`src/rtl/multi_fifo_read_arbiter.sv`:
```
// Round-robin read scheduler for fixed-latency FIFOs: bursts of up to BURST_LEN reads per source,
// tags every in-flight read, muxes returning data and flags return-protocol violations.
module multi_fifo_read_arbiter #(
  parameter int unsigned NUMBER_OF_FIFOS = 4,
  parameter int unsigned WIDTH           = 16,
  parameter int unsigned READ_LATENCY    = 4,
  parameter int unsigned BURST_LEN       = 4,
  parameter int unsigned INDEX_WIDTH     = $clog2(NUMBER_OF_FIFOS)
) (
  input  logic                                 clk,
  input  logic                                 rstN,
  input  logic [NUMBER_OF_FIFOS-1:0]           empties,
  output logic [NUMBER_OF_FIFOS-1:0]           readRequests,
  input  logic [NUMBER_OF_FIFOS-1:0]           dataOutValids,
  input  logic [WIDTH*NUMBER_OF_FIFOS-1:0]     dataIns,
  input  logic                                 slowDown,
  output logic [WIDTH-1:0]                     dataOut,
  output logic                                 dataOutValid,
  output logic [INDEX_WIDTH-1:0]               sourceIndex,
  output logic [$clog2(READ_LATENCY+1)-1:0]    readsInFlight,
  output logic                                 protocolError
);

  localparam int unsigned CntWidth = $clog2(READ_LATENCY + 1);

  typedef enum logic [0:0] {StBurst, StRotate} state_e;

  state_e                                  state_q, state_d;
  logic [INDEX_WIDTH-1:0]                  grant_q, grant_d;
  logic [7:0]                              burst_cnt_q, burst_cnt_d;
  logic [READ_LATENCY-1:0]                 tag_vld_q;
  logic [READ_LATENCY-1:0][INDEX_WIDTH-1:0] tag_idx_q;
  logic [CntWidth-1:0]                     inflight_q, inflight_d;
  logic [WIDTH-1:0]                        data_out_q;
  logic                                    data_out_vld_q;
  logic [INDEX_WIDTH-1:0]                  src_idx_q;
  logic                                    err_q;

  logic                                    issue;
  logic                                    found;
  logic [INDEX_WIDTH-1:0]                  cand;
  logic                                    any_valid, multi_valid;
  logic [INDEX_WIDTH-1:0]                  ret_idx;
  logic [WIDTH-1:0]                        ret_data;
  logic                                    tail_vld;
  logic [INDEX_WIDTH-1:0]                  tail_idx;
  logic                                    err_now;
  logic                                    inc, dec;

  // Gated by the live empty flag, so every strobe is an accepted read.
  assign issue = (state_q == StBurst) && !slowDown && !empties[grant_q] &&
                 (burst_cnt_q < 8'(BURST_LEN));

  assign readRequests = (rstN && issue) ?
                        (NUMBER_OF_FIFOS'(1) << grant_q) : '0;

  always_comb begin
    state_d     = state_q;
    grant_d     = grant_q;
    burst_cnt_d = burst_cnt_q;
    found       = 1'b0;
    cand        = '0;
    unique case (state_q)
      StBurst: begin
        if (issue) burst_cnt_d = burst_cnt_q + 8'd1;
        // Leave on the post-increment count so a rotation costs exactly one idle cycle.
        if (empties[grant_q] || (burst_cnt_d == 8'(BURST_LEN))) state_d = StRotate;
      end
      StRotate: begin
        burst_cnt_d = '0;
        for (int unsigned off = 1; off <= NUMBER_OF_FIFOS; off++) begin
          cand = INDEX_WIDTH'((32'(grant_q) + off) % NUMBER_OF_FIFOS);
          if (!found && !empties[cand]) begin
            found   = 1'b1;
            grant_d = cand;
          end
        end
        if (found) state_d = StBurst;
      end
      default: state_d = StBurst;
    endcase
  end

  always_comb begin
    ret_idx  = '0;
    ret_data = '0;
    for (int k = int'(NUMBER_OF_FIFOS) - 1; k >= 0; k--) begin
      if (dataOutValids[k]) begin
        ret_idx  = INDEX_WIDTH'(k);
        ret_data = dataIns[WIDTH*k +: WIDTH];
      end
    end
  end

  assign any_valid   = |dataOutValids;
  assign multi_valid = |(dataOutValids & (dataOutValids - NUMBER_OF_FIFOS'(1)));
  assign tail_vld    = tag_vld_q[READ_LATENCY-1];
  assign tail_idx    = tag_idx_q[READ_LATENCY-1];

  assign err_now = multi_valid ||
                   (any_valid && !tail_vld) ||
                   (any_valid && tail_vld && (ret_idx != tail_idx)) ||
                   (tail_vld && !any_valid);

  // Counter saturates both ways so stray returns cannot wrap it.
  always_comb begin
    dec        = any_valid && (inflight_q != '0);
    inc        = issue && ((inflight_q != CntWidth'(READ_LATENCY)) || dec);
    inflight_d = inflight_q;
    if (inc && !dec)      inflight_d = inflight_q + CntWidth'(1);
    else if (dec && !inc) inflight_d = inflight_q - CntWidth'(1);
  end

  always_ff @(posedge clk or negedge rstN) begin
    if (!rstN) begin
      state_q     <= StBurst;
      grant_q     <= '0;
      burst_cnt_q <= '0;
    end else begin
      state_q     <= state_d;
      grant_q     <= grant_d;
      burst_cnt_q <= burst_cnt_d;
    end
  end

  always_ff @(posedge clk or negedge rstN) begin
    if (!rstN) begin
      tag_vld_q <= '0;
      tag_idx_q <= '0;
    end else begin
      tag_vld_q[0] <= issue;
      tag_idx_q[0] <= grant_q;
      for (int i = 1; i < int'(READ_LATENCY); i++) begin
        tag_vld_q[i] <= tag_vld_q[i-1];
        tag_idx_q[i] <= tag_idx_q[i-1];
      end
    end
  end

  always_ff @(posedge clk or negedge rstN) begin
    if (!rstN) begin
      data_out_q     <= '0;
      data_out_vld_q <= 1'b0;
      src_idx_q      <= '0;
      inflight_q     <= '0;
      err_q          <= 1'b0;
    end else begin
      data_out_vld_q <= any_valid;
      if (any_valid) begin
        data_out_q <= ret_data;
        src_idx_q  <= ret_idx;
      end
      inflight_q <= inflight_d;
      if (err_now) err_q <= 1'b1;
    end
  end

  assign dataOut       = data_out_q;
  assign dataOutValid  = data_out_vld_q;
  assign sourceIndex   = src_idx_q;
  assign readsInFlight = inflight_q;
  assign protocolError = err_q;

endmodule

```
`config.mk`:
```
export PLATFORM = sky130hd
export DESIGN_NAME = multi_fifo_read_arbiter
export DESIGN_NICKNAME = d
export VERILOG_FILES = /design/src/rtl/multi_fifo_read_arbiter.sv
export SDC_FILE = /design/constraint.sdc
export NUM_CORES = 1
export LEC_CHECK = 0
export CORE_UTILIZATION = 40
export DETAILED_ROUTE_END_ITERATION = 8
export PLACE_DENSITY = 0.82
export REMOVE_ABC_BUFFERS = 1
export SYNTH_ARGS = -nofsm -noshare
export SYNTH_HDL_FRONTEND = slang
export SYNTH_SLANG_ARGS = --single-unit
export TNS_END_PERCENT = 20
```
`constraint.sdc`:
```
create_clock -name clk -period 2.93 [get_ports clk]
set_input_delay 0.293 -clock clk [delete_from_list [all_inputs] [get_ports clk]]
set_output_delay 0.293 -clock clk [all_outputs]
set_load 0.05 [all_outputs]
```
==> run_results.csv, run 1 <==
group,metric,value,unit
status,status,"complete, no violations",
place,dpl_cell_area,3463,sq um
die,dieHeight,77.78,um
global_route,antenna_found_initial,0,
pwr,p_int,0.001532,W
global_route,grt_max_degree,47,
layout,nets,409,
clock_tree,cts-root-buf,"clkbuf_8",
setup_path,end_kind,"flip-flop",
die,row_count,27,
timing,finClkSkew,0.006556,ns
clock_tree,cts_tree,"yes",
drt,drt-initial-drc-count,80,
die,chipWidth,77.78,um
pwr,pwr-share-seq,37.8,%
setup_path,timing.rr.end,"readsInFlight[2]",
setup_path,arrival,2.82,ns
die,dieArea,6050,sq um
timing,fin_hold_ws,0.1427,ns
setup_path,slowest_delay,0.53,ns
layout,finish.instance_area,3572,sq um
clock_tree,cts_buffer_depth,2,
timing,drv_slew,0,
setup_path,crit_buf_inv,3,
pwr,peakVddDrop,0.4118,mV
synth,ys_seq_area_share,50.11,%
timing,slew_headroom,21.81,%
place,dp_hpwl,4.752,mm
drt,avgViaCountPerCell,5.340,
setup_path,cpMostUsedCell,"xor2_1",
setup_path,worst-setup-path-type,"in2reg",
layout,final_util,64.87,%
place,port_buffers,101,
clock_tree,cts-buffers-inserted,5,
pwr,p_sw,0.0008695,W
setup_path,worst_setup_path_start_kind,"input pin",
pwr,leakage,1.465,nW
clock_tree,clock-sinks,46,
timing,fin_crit,2.602,ns
die,boundaryPins,102,
timing,rsz0062_at_grt,"no",
run,cap_violations,0,
clock_tree,post_cts_buffers,0,
global_route,grtUsageTotal,21.71,%
timing,hold_viol,0,
synth,synth-seq-cells,46,
synth,syn_area,2297,sq um
clock_tree,htreeDepth,2,
pwr,clock_power_share,19.1,%
drt,route.detailed.drc,0,
setup_path,rr_startpoint,"grant_q[0]",
drt,firstDrtPassIters,4,
setup_path,cp_top_family,"adder cells",
pwr,powerDensity,672.3,nW/um^2
global_route,first_global_vias,2049,
synth,syn_inst,220,
pwr,swShare,36.21,%
global_route,grt_overflow,0,
global_route,grt_pass1_wl,10.12,mm
synth,yosys.cell_types.count,40,
drt,num_vias,2136,
layout,synthToLayoutAreaGrowth,55.50,%
setup_path,reg2reg_depth,11,
synth,ys.flop_type,"dfrtp_1",
synth,avgSynthCellArea,10.44,sq um
timing,timing.fmax,0.3843,GHz
pwr,share_comb_of_total_power,43.2,%
setup_path,worstPathMaxFanout,3,
drt,drt-total-wl,6.398,mm
clock_tree,clkLatencyLatePin,0.29,ns
timing,setup_violations,0,
drt,wl_per_cell,16.00,um
worst_hold_path,hold_path.class,"in2async",
timing,tightest_slew,1.170,ns
setup_path,r2r_setup_slack,0.33,ns
clock_tree,clkTransAtPathRegs,0.09,ns
synth,ys_warn_count,0,
clock_tree,cts_hold_buf,0,
synth,synthArstFlopShare,100.0,%
die,core-area,5507,sq um
layout,diodes,0,
setup_path,crit_slowest_cell,"mux4_2",
die,start_util,41.72,%
setup_path,crit_chain,"clkdlybuf4s50_1 -> mux4_2 -> nor4_4 -> and2_1 -> inv_2 -> a31oi_1 -> ha_1 -> inv_1 -> fa_1 -> xor2_1 -> nor2_1 -> xor2_1",
layout,drive_above_1_share,11.28,%
synth,synth_edf_count,0,
setup_path,worstPathRequired,3.15,ns
clock_tree,ctsResizeCount,0,
drt,ant_nets,0,
place,gp_congestion,0.7862,
timing,post-route-period-util,88.80,%
[per-layer routing]
| metal | up-vias | GRT usage (%) | wire length (um) |
|---|---|---|---|
| met3 | 6 | 6.706 | 575 |
| li1 | 1019 | - | - |
| met4 | 0 | 6.792 | 57 |
| met5 | - | 0 | 0 |
| met1 | 1025 | 26.89 | 2695 |
| met2 | 86 | 36.11 | 3069 |
[state kept, by name, indices dropped and copies added, names as in the netlist, 2 cells and up]
name / flops
dataOut: 16
burst_cnt_q: 8
tag_idx_q: 6
tag_vld_q: 4
readsInFlight: 3
grant_q: 2
sourceIndex: 2
tail_idx: 2
[area by class of cell]
| class | count | area (sq um) |
|---|---|---|
| clock inverters | 3 | 40.04 |
| well taps | 72 | 90.09 |
| flip-flops and latches | 46 | 1151 |
| clock buffers | 5 | 68.82 |
| fillers | 430 | 1934 |
| inverters | 10 | 37.54 |
| multi-input cells | 150 | 1041 |
| repair buffers | 114 | 1144 |
[placed cells by master (no fill, tap or decap), types with 2 or more instances in the layout]
master | synthesis | layout
nand3_1 | 2 | 2
o22ai_1 | 17 | 17
clkinv_2 | 0 | 2
dfrtp_1 | 46 | 46
and3_1 | 4 | 4
clkbuf_8 | 0 | 5
mux4_2 | 4 | 4
nor3_1 | 3 | 3
xnor2_1 | 3 | 3
o21ai_0 | 7 | 7
nor2b_1 | 10 | 10
nor2_1 | 12 | 12
a31oi_1 | 3 | 3
inv_2 | 3 | 3
xor2_1 | 2 | 2
buf_4 | 1 | 13
a21oi_1 | 5 | 5
nand2_1 | 21 | 21
clkdlybuf4s50_1 | 0 | 96
o21ai_1 | 16 | 16
buf_12 | 0 | 4
mux2i_1 | 3 | 3
a221oi_1 | 16 | 16
inv_1 | 7 | 7
mux2_2 | 2 | 2
ha_1 | 6 | 6
[stage by stage]
step | worst slack [ns] | total power (W) | instances | TNS, ns
2_1_floorplan | 0.02163 | 0.001549 | 206 | 0
3_3_place_gp | 0.1073 | 0.001923 | 392 | 0
3_5_place_dp | -0.002066 | 0.001968 | 392 | -0.002066
4_1_cts | 0.2947 | 0.002431 | 400 | 0
5_1_grt | 0.1691 | 0.002565 | 400 | 0
6_report | 0.3281 | 0.002402 | 400 | 0
[synthesized netlist by cell type, types with 4 or more instances]
cell type	count	area, sq um
nand2_1	21	78.83
a21oi_1	5	25.02
a221oi_1	16	140.1
mux4_2	4	90.09
nor2b_1	10	62.56
inv_1	7	26.28
clkbuf_1	8	30.03
and3_1	4	25.02
o21ai_1	16	80.08
ha_1	6	75.07
o21ai_0	7	35.03
dfrtp_1	46	1151
o22ai_1	17	106.4
nor2_1	12	45.04
[power groups by stage]
stage / Combinational [W] / Sequential, W / Clock (W)
after floorplan: 0.000457 / 0.00109 / 0
after detailed placement: 0.00105 / 0.000922 / 0
after global placement: 0.00101 / 0.000912 / 0
final: 0.00104 / 0.000907 / 0.000458
after global routing: 0.00114 / 0.000927 / 0.000501
after CTS: 0.00105 / 0.000910 / 0.000474
[cell families after synthesis]
group,after synthesis,synth area share (%)
flops,46,50.11
mux,10,6.699
simple gates,60,13.40
fa+ha+maj,7,4.139
buf+inv,24,4.575
compound gates,68,19.17
xor+xnor,5,1.907
[worst max-delay path by stage]
stage,startpoint,to,slack [ns],cells past startpoint
after detailed placement,empties[0],readsInFlight[2],-0.002,12
after global placement,empties[3],readsInFlight[2],0.11,12
final,empties[3],readsInFlight[2],0.33,12
after global routing,grant_q[0],readsInFlight[2],0.17,11
after CTS,grant_q[0],readsInFlight[2],0.29,11
after floorplan,grant_q[0],readsInFlight[2],0.02,11
Note: power is estimated with default switching activity, not from simulation.
==> run 2: changes to the inputs <==
clock period = 2.6 ns   (was 2.93 ns; I/O delays follow)
==> run 2 against run 1 <==
  * Final area is 0.60% higher
  * Via count is 0.23% lower
  * Non-clock buffer count up 5
  * Largest cell class is now non-clock buffers
==> run_results.csv, run 2 (synthesis results as in run 1) <==
group,metric,value,unit
setup_path,rr_startpoint,"grant_q[0]",
global_route,grt_pass1_wl,10.18,mm
place,gp_congestion,0.7879,
setup_path,worst_setup_path_start_kind,"flip-flop",
layout,synthToLayoutAreaGrowth,56.43,%
clock_tree,cts-buffers-inserted,5,
place,port_buffers,101,
place,dp_hpwl,4.711,mm
global_route,grtUsageTotal,22.15,%
die,chipWidth,77.78,um
setup_path,timing.rr.end,"readsInFlight[2]",
layout,drive_above_1_share,12.91,%
setup_path,worstPathMaxFanout,2,
run,cap_violations,0,
setup_path,r2r_setup_slack,0.03,ns
layout,final_common_cell,"clkdlybuf4s50_1",
drt,avgViaCountPerCell,5.262,
setup_path,arrival,2.81,ns
setup_path,reg2reg_depth,11,
die,boundaryPins,102,
timing,timing.fmax,0.3889,GHz
timing,fin_hold_ws,0.09098,ns
clock_tree,cts_buffer_depth,2,
timing,finClkSkew,0.009195,ns
pwr,peakVddDrop,0.5294,mV
die,dieArea,6050,sq um
pwr,leakage,1.477,nW
clock_tree,htreeDepth,2,
drt,ant_nets,0,
drt,m1WireLength,2.737,mm
layout,layout_common_cells,"96 x clkdlybuf4s50_1, 46 x dfrtp_1, 21 x nand2_1",
drt,dr_wl_met3,469,um
global_route,first_global_vias,2130,
clock_tree,cts_hold_buf,0,
die,core-area,5507,sq um
timing,fin_crit,2.571,ns
clock_tree,clock-sinks,46,
timing,rsz0062_at_grt,"yes",
drt,top_layer,"met4",
drt,wl_met2,3.071,mm
pwr,powerDensity,744.6,nW/um^2
timing,fin_setup_tns,0,ns
die,start_util,41.72,%
timing,post-route-period-util,98.90,%
status,status,"complete, no violations",
die,dieHeight,77.78,um
die,row_count,27,
setup_path,worstPathRequired,2.84,ns
setup_path,worst-setup-path-type,"reg2reg",
global_route,antenna_found_initial,0,
layout,largest_reg_flops,16,
drt,wl_per_cell,15.75,um
clock_tree,cts-root-buf,"clkbuf_8",
global_route,grt_max_degree,47,
timing,slew_headroom,21.04,%
timing,drv_slew,0,
worst_hold_path,hold_path.class,"in2async",
layout,diodes,0,
clock_tree,clkLatencyLatePin,0.31,ns
drt,drt-total-wl,6.379,mm
drt,drt-initial-drc-count,141,
pwr,finalPower,0.002676,W
global_route,grt_overflow,0,
clock_tree,clkTransAtPathRegs,0.09,ns
drt,num_vias,2131,
drt,route.detailed.drc,0,
drt,firstDrtPassIters,6,
timing,tightest_slew,1.182,ns
timing,hold_viol,0,
clock_tree,cts_tree,"yes",
setup_path,end_kind,"flip-flop",
timing,setup_violations,0,
layout,nets,414,
[run 2: changes by cell type in the layout (fill, tap and decap cells not counted)]
cell	delta
buf_4	+5
and2_1	-1
and2_4	+1
bufinv_16	-1
clkinv_2	-1
clkinv_4	+1
clkinvlp_4	+1
[run 2: worst max path at each step]
stage | start | endpoint | slack, ns | depth (start not counted)
detailed placement | empties[0] | readsInFlight[2] | -0.33 | 12
global route | grant_q[0] | readsInFlight[2] | -0.12 | 11
CTS | grant_q[0] | readsInFlight[2] | -0.004 | 11
global placement | empties[3] | readsInFlight[2] | -0.19 | 12
floorplan | grant_q[0] | readsInFlight[2] | -0.31 | 11
finish | grant_q[0] | readsInFlight[2] | 0.03 | 11
[run 2: final cells by class]
type / instances / area [sq um]
Clock buffer: 5 / 68.82
Tap cell: 72 / 90.09
Inverter: 10 / 37.54
Multi-Input combinational cell: 150 / 1044
Timing Repair Buffer: 119 / 1181
Clock inverter: 3 / 21.27
Sequential cell: 46 / 1151
Fill cell: 419 / 1913
[run 2: power by group]
part           switching [W]  internal [W]
logic               0.000650      0.000583
clock network       0.000253      0.000189
registers           0.000112      0.000889
total                0.00102       0.00166
[run 2: metrics by stage]
step	setup WS [ns]	instance area [sq um]	std cells	utilization (%)
floorplan	-0.3084	2230	206	-
global placement	-0.1924	3493	396	63.44
detailed placement	-0.3272	3493	396	63.44
CTS	-0.003751	3593	405	65.26
global route	-0.1152	3593	405	65.26
finish	0.02857	3593	405	65.26
[run 2: routing by layer]
layer,vias to the layer above,GRT usage (%)
met5,-,0
met1,1006,27.03
met2,87,36.90
li1,1031,-
met4,0,8.491
met3,7,6.353
[run 2: worst max-delay path: stages, from the launching register on]
cell and delay (ns):
dfrtp_1 0.39, mux4_2 0.56, nor4_4 0.17, and2_4 0.19, inv_2 0.03, a31oi_1 0.14, ha_1 0.19, inv_1 0.05
fa_1 0.37, xor2_1 0.15, nor2_1 0.12, xor2_1 0.15
[run 2: repair_timing]
item,CTS,global route
buffers inserted,1,0
resized for setup,1,0
endpoints found under the setup margin,1,2
==> run 3: changes to the inputs <==
CORE_ASPECT_RATIO = 1.4   (was not set)
==> run 3 against run 2 <==
  * The flow now finishes with violations (negative setup slack)
  * Register-to-register slack worse by 0.07 ns
  * Setup slack got worse by 0.066 ns
  * Clock skew decreased by 0.0050 ns
  * Clock-buffer cell count stayed put
  * Sequential power about the same
  * Die area about the same
  * Non-clock buffer count increased by 4
  * Final area increased by 1.6%
  * Routed wire length grew 0.20%
  * Utilization grew 0.84 points
  * Clock power shrank 2%
==> run_results.csv, run 3 (synthesis results as in run 1) <==
group,metric,value,unit
drt,drt-total-wl,6.392,mm
global_route,grt_pass1_wl,10.03,mm
die,start_util,41.58,%
timing,post-route-period-util,101.4,%
die,dieArea,6054,sq um
place,dp_hpwl,4.782,mm
layout,nFillCells,449,
clock_tree,clkTransAtPathRegs,0.09,ns
die,core-area,5525,sq um
place,gp_congestion,0.7778,
timing,rsz0062_at_grt,"yes",
setup_path,worstPathMaxFanout,2,
layout,synthToLayoutAreaGrowth,58.99,%
timing,tightest_slew,1.168,ns
drt,firstDrtPassIters,4,
die,boundaryPins,102,
layout,final_util,66.10,%
pwr,leakage,1.486,nW
drt,route.detailed.drc,0,
timing,slew_headroom,21.95,%
die,row_count,32,
clock_tree,cts-buffers-inserted,5,
run,cap_violations,0,
timing,fin_hold_ws,0.3504,ns
layout,layout_common_cells,"96 x clkdlybuf4s50_1, 46 x dfrtp_1, 21 x nand2_1, 21 x buf_4, 17 x o22ai_1",
die,chipWidth,66.05,um
timing,drv_slew,0,
global_route,antenna_found_initial,0,
drt,ant_nets,0,
drt,avgViaCountPerCell,5.294,
place,port_buffers,101,
global_route,grt_overflow,0,
worst_hold_path,hold_path.class,"reg2reg",
setup_path,worstPathRequired,2.83,ns
setup_path,worst_setup_path_start_kind,"flip-flop",
clock_tree,cts_tree,"yes",
clock_tree,cts_buffer_depth,2,
layout,final_common_cell,"clkdlybuf4s50_1",
layout,seqCellArea,1151,sq um
clock_tree,clock-sinks,46,
drt,wl_per_cell,15.78,um
timing,setup_violations,1,
global_route,grt_max_degree,45,
clock_tree,clkLatencyLatePin,0.30,ns
drt,drt-initial-drc-count,84,
layout,drive_above_1_share,16.02,%
pwr,powerDensity,740.9,nW/um^2
timing,timing.fmax,0.3792,GHz
timing,finClkSkew,0.004209,ns
clock_tree,cts-root-buf,"clkbuf_8",
die,dieHeight,91.67,um
status,violations,"negative setup slack",
setup_path,end_kind,"flip-flop",
setup_path,arrival,2.86,ns
setup_path,worst-setup-path-type,"reg2reg",
layout,diodes,0,
drt,num_vias,2144,
timing,hold_viol,0,
layout,nets,418,
pwr,peakVddDrop,0.4665,mV
global_route,first_global_vias,2159,
status,status,"finished with violations",
layout,multi_input_area,1075,sq um
timing,fin_ws,-0.03709,ns
timing,fin_crit,2.637,ns
layout,largest_reg_flops,16,
clock_tree,htreeDepth,2,
global_route,grtUsageTotal,21.86,%
## run 3: where the power goes
group          switching [W]  leakage, nW  internal, W
sequential          0.000113        0.553     0.000889
clock               0.000242       0.0441     0.000189
combinational       0.000660        0.890     0.000613
## run 3: timing repair
item / CTS / global route
hold buffers: 1 / 0
hold endpoints to repair: 2 / 0
pin swaps: 0 / 3
buffers inserted: 0 / 3
gates resized for setup: 1 / 8
setup endpoints to repair: 1 / 2
## run 3: metrics by stage
step / setup slack (ns) / area [sq um] / instances / setup TNS, ns / total power, W
finish: -0.03709 / 3652 / 405 / -0.03709 / 0.002706
global route: -0.1268 / 3652 / 405 / -0.1701 / 0.002888
CTS: 0.006440 / 3598 / 402 / 0 / 0.002691
detailed placement: -0.2826 / 3496 / 393 / -0.5188 / 0.002244
global placement: -0.1862 / 3496 / 393 / -0.3311 / 0.002196
floorplan: -0.3084 / 2230 / 206 / -0.5814 / 0.001745
## run 3: cell type report
class                      count  area share [%]
clock buffer                   5           1.884
clock inverter                 3          0.5824
timing repair buffer         123           33.23
inverter                      10           1.028
sequential                    46           31.52
multi-input combinational    150           29.43
tap                           68           2.330
## run 3: layer usage
metal  vias up  wire length [um]  track usage, %
met1      1022              2358           24.22
met3         8               485           5.597
li1       1038                 -               -
met2        76              3464           39.88
met4         0                83           6.383
met5         -                 0               0
## run 3: final timing paths
kind	cells after the start	to	startpoint	slack (ns)
setup / recovery	11	readsInFlight[2]	grant_q[0]	-0.04
setup reg to reg	11	readsInFlight[2]	grant_q[0]	-0.04
min in group asynchronous	2	burst_cnt_q[1]	rstN	0.36
hold reg to reg	0	tail_idx[1]	tag_idx_q[5]	0.35
hold / removal	0	tail_idx[1]	tag_idx_q[5]	0.35
max in group asynchronous	3	dataOut[6]	rstN	1.48
## run 3: critical path: stages, from the launching register on
cell	delay, ns
dfrtp_1	0.37
mux4_2	0.56
nor4_4	0.26
and2_4	0.20
inv_2	0.03
a31oi_2	0.13
ha_2	0.20
inv_2	0.04
fa_2	0.32
xor2_1	0.15
nor2_1	0.15
xor2_1	0.15
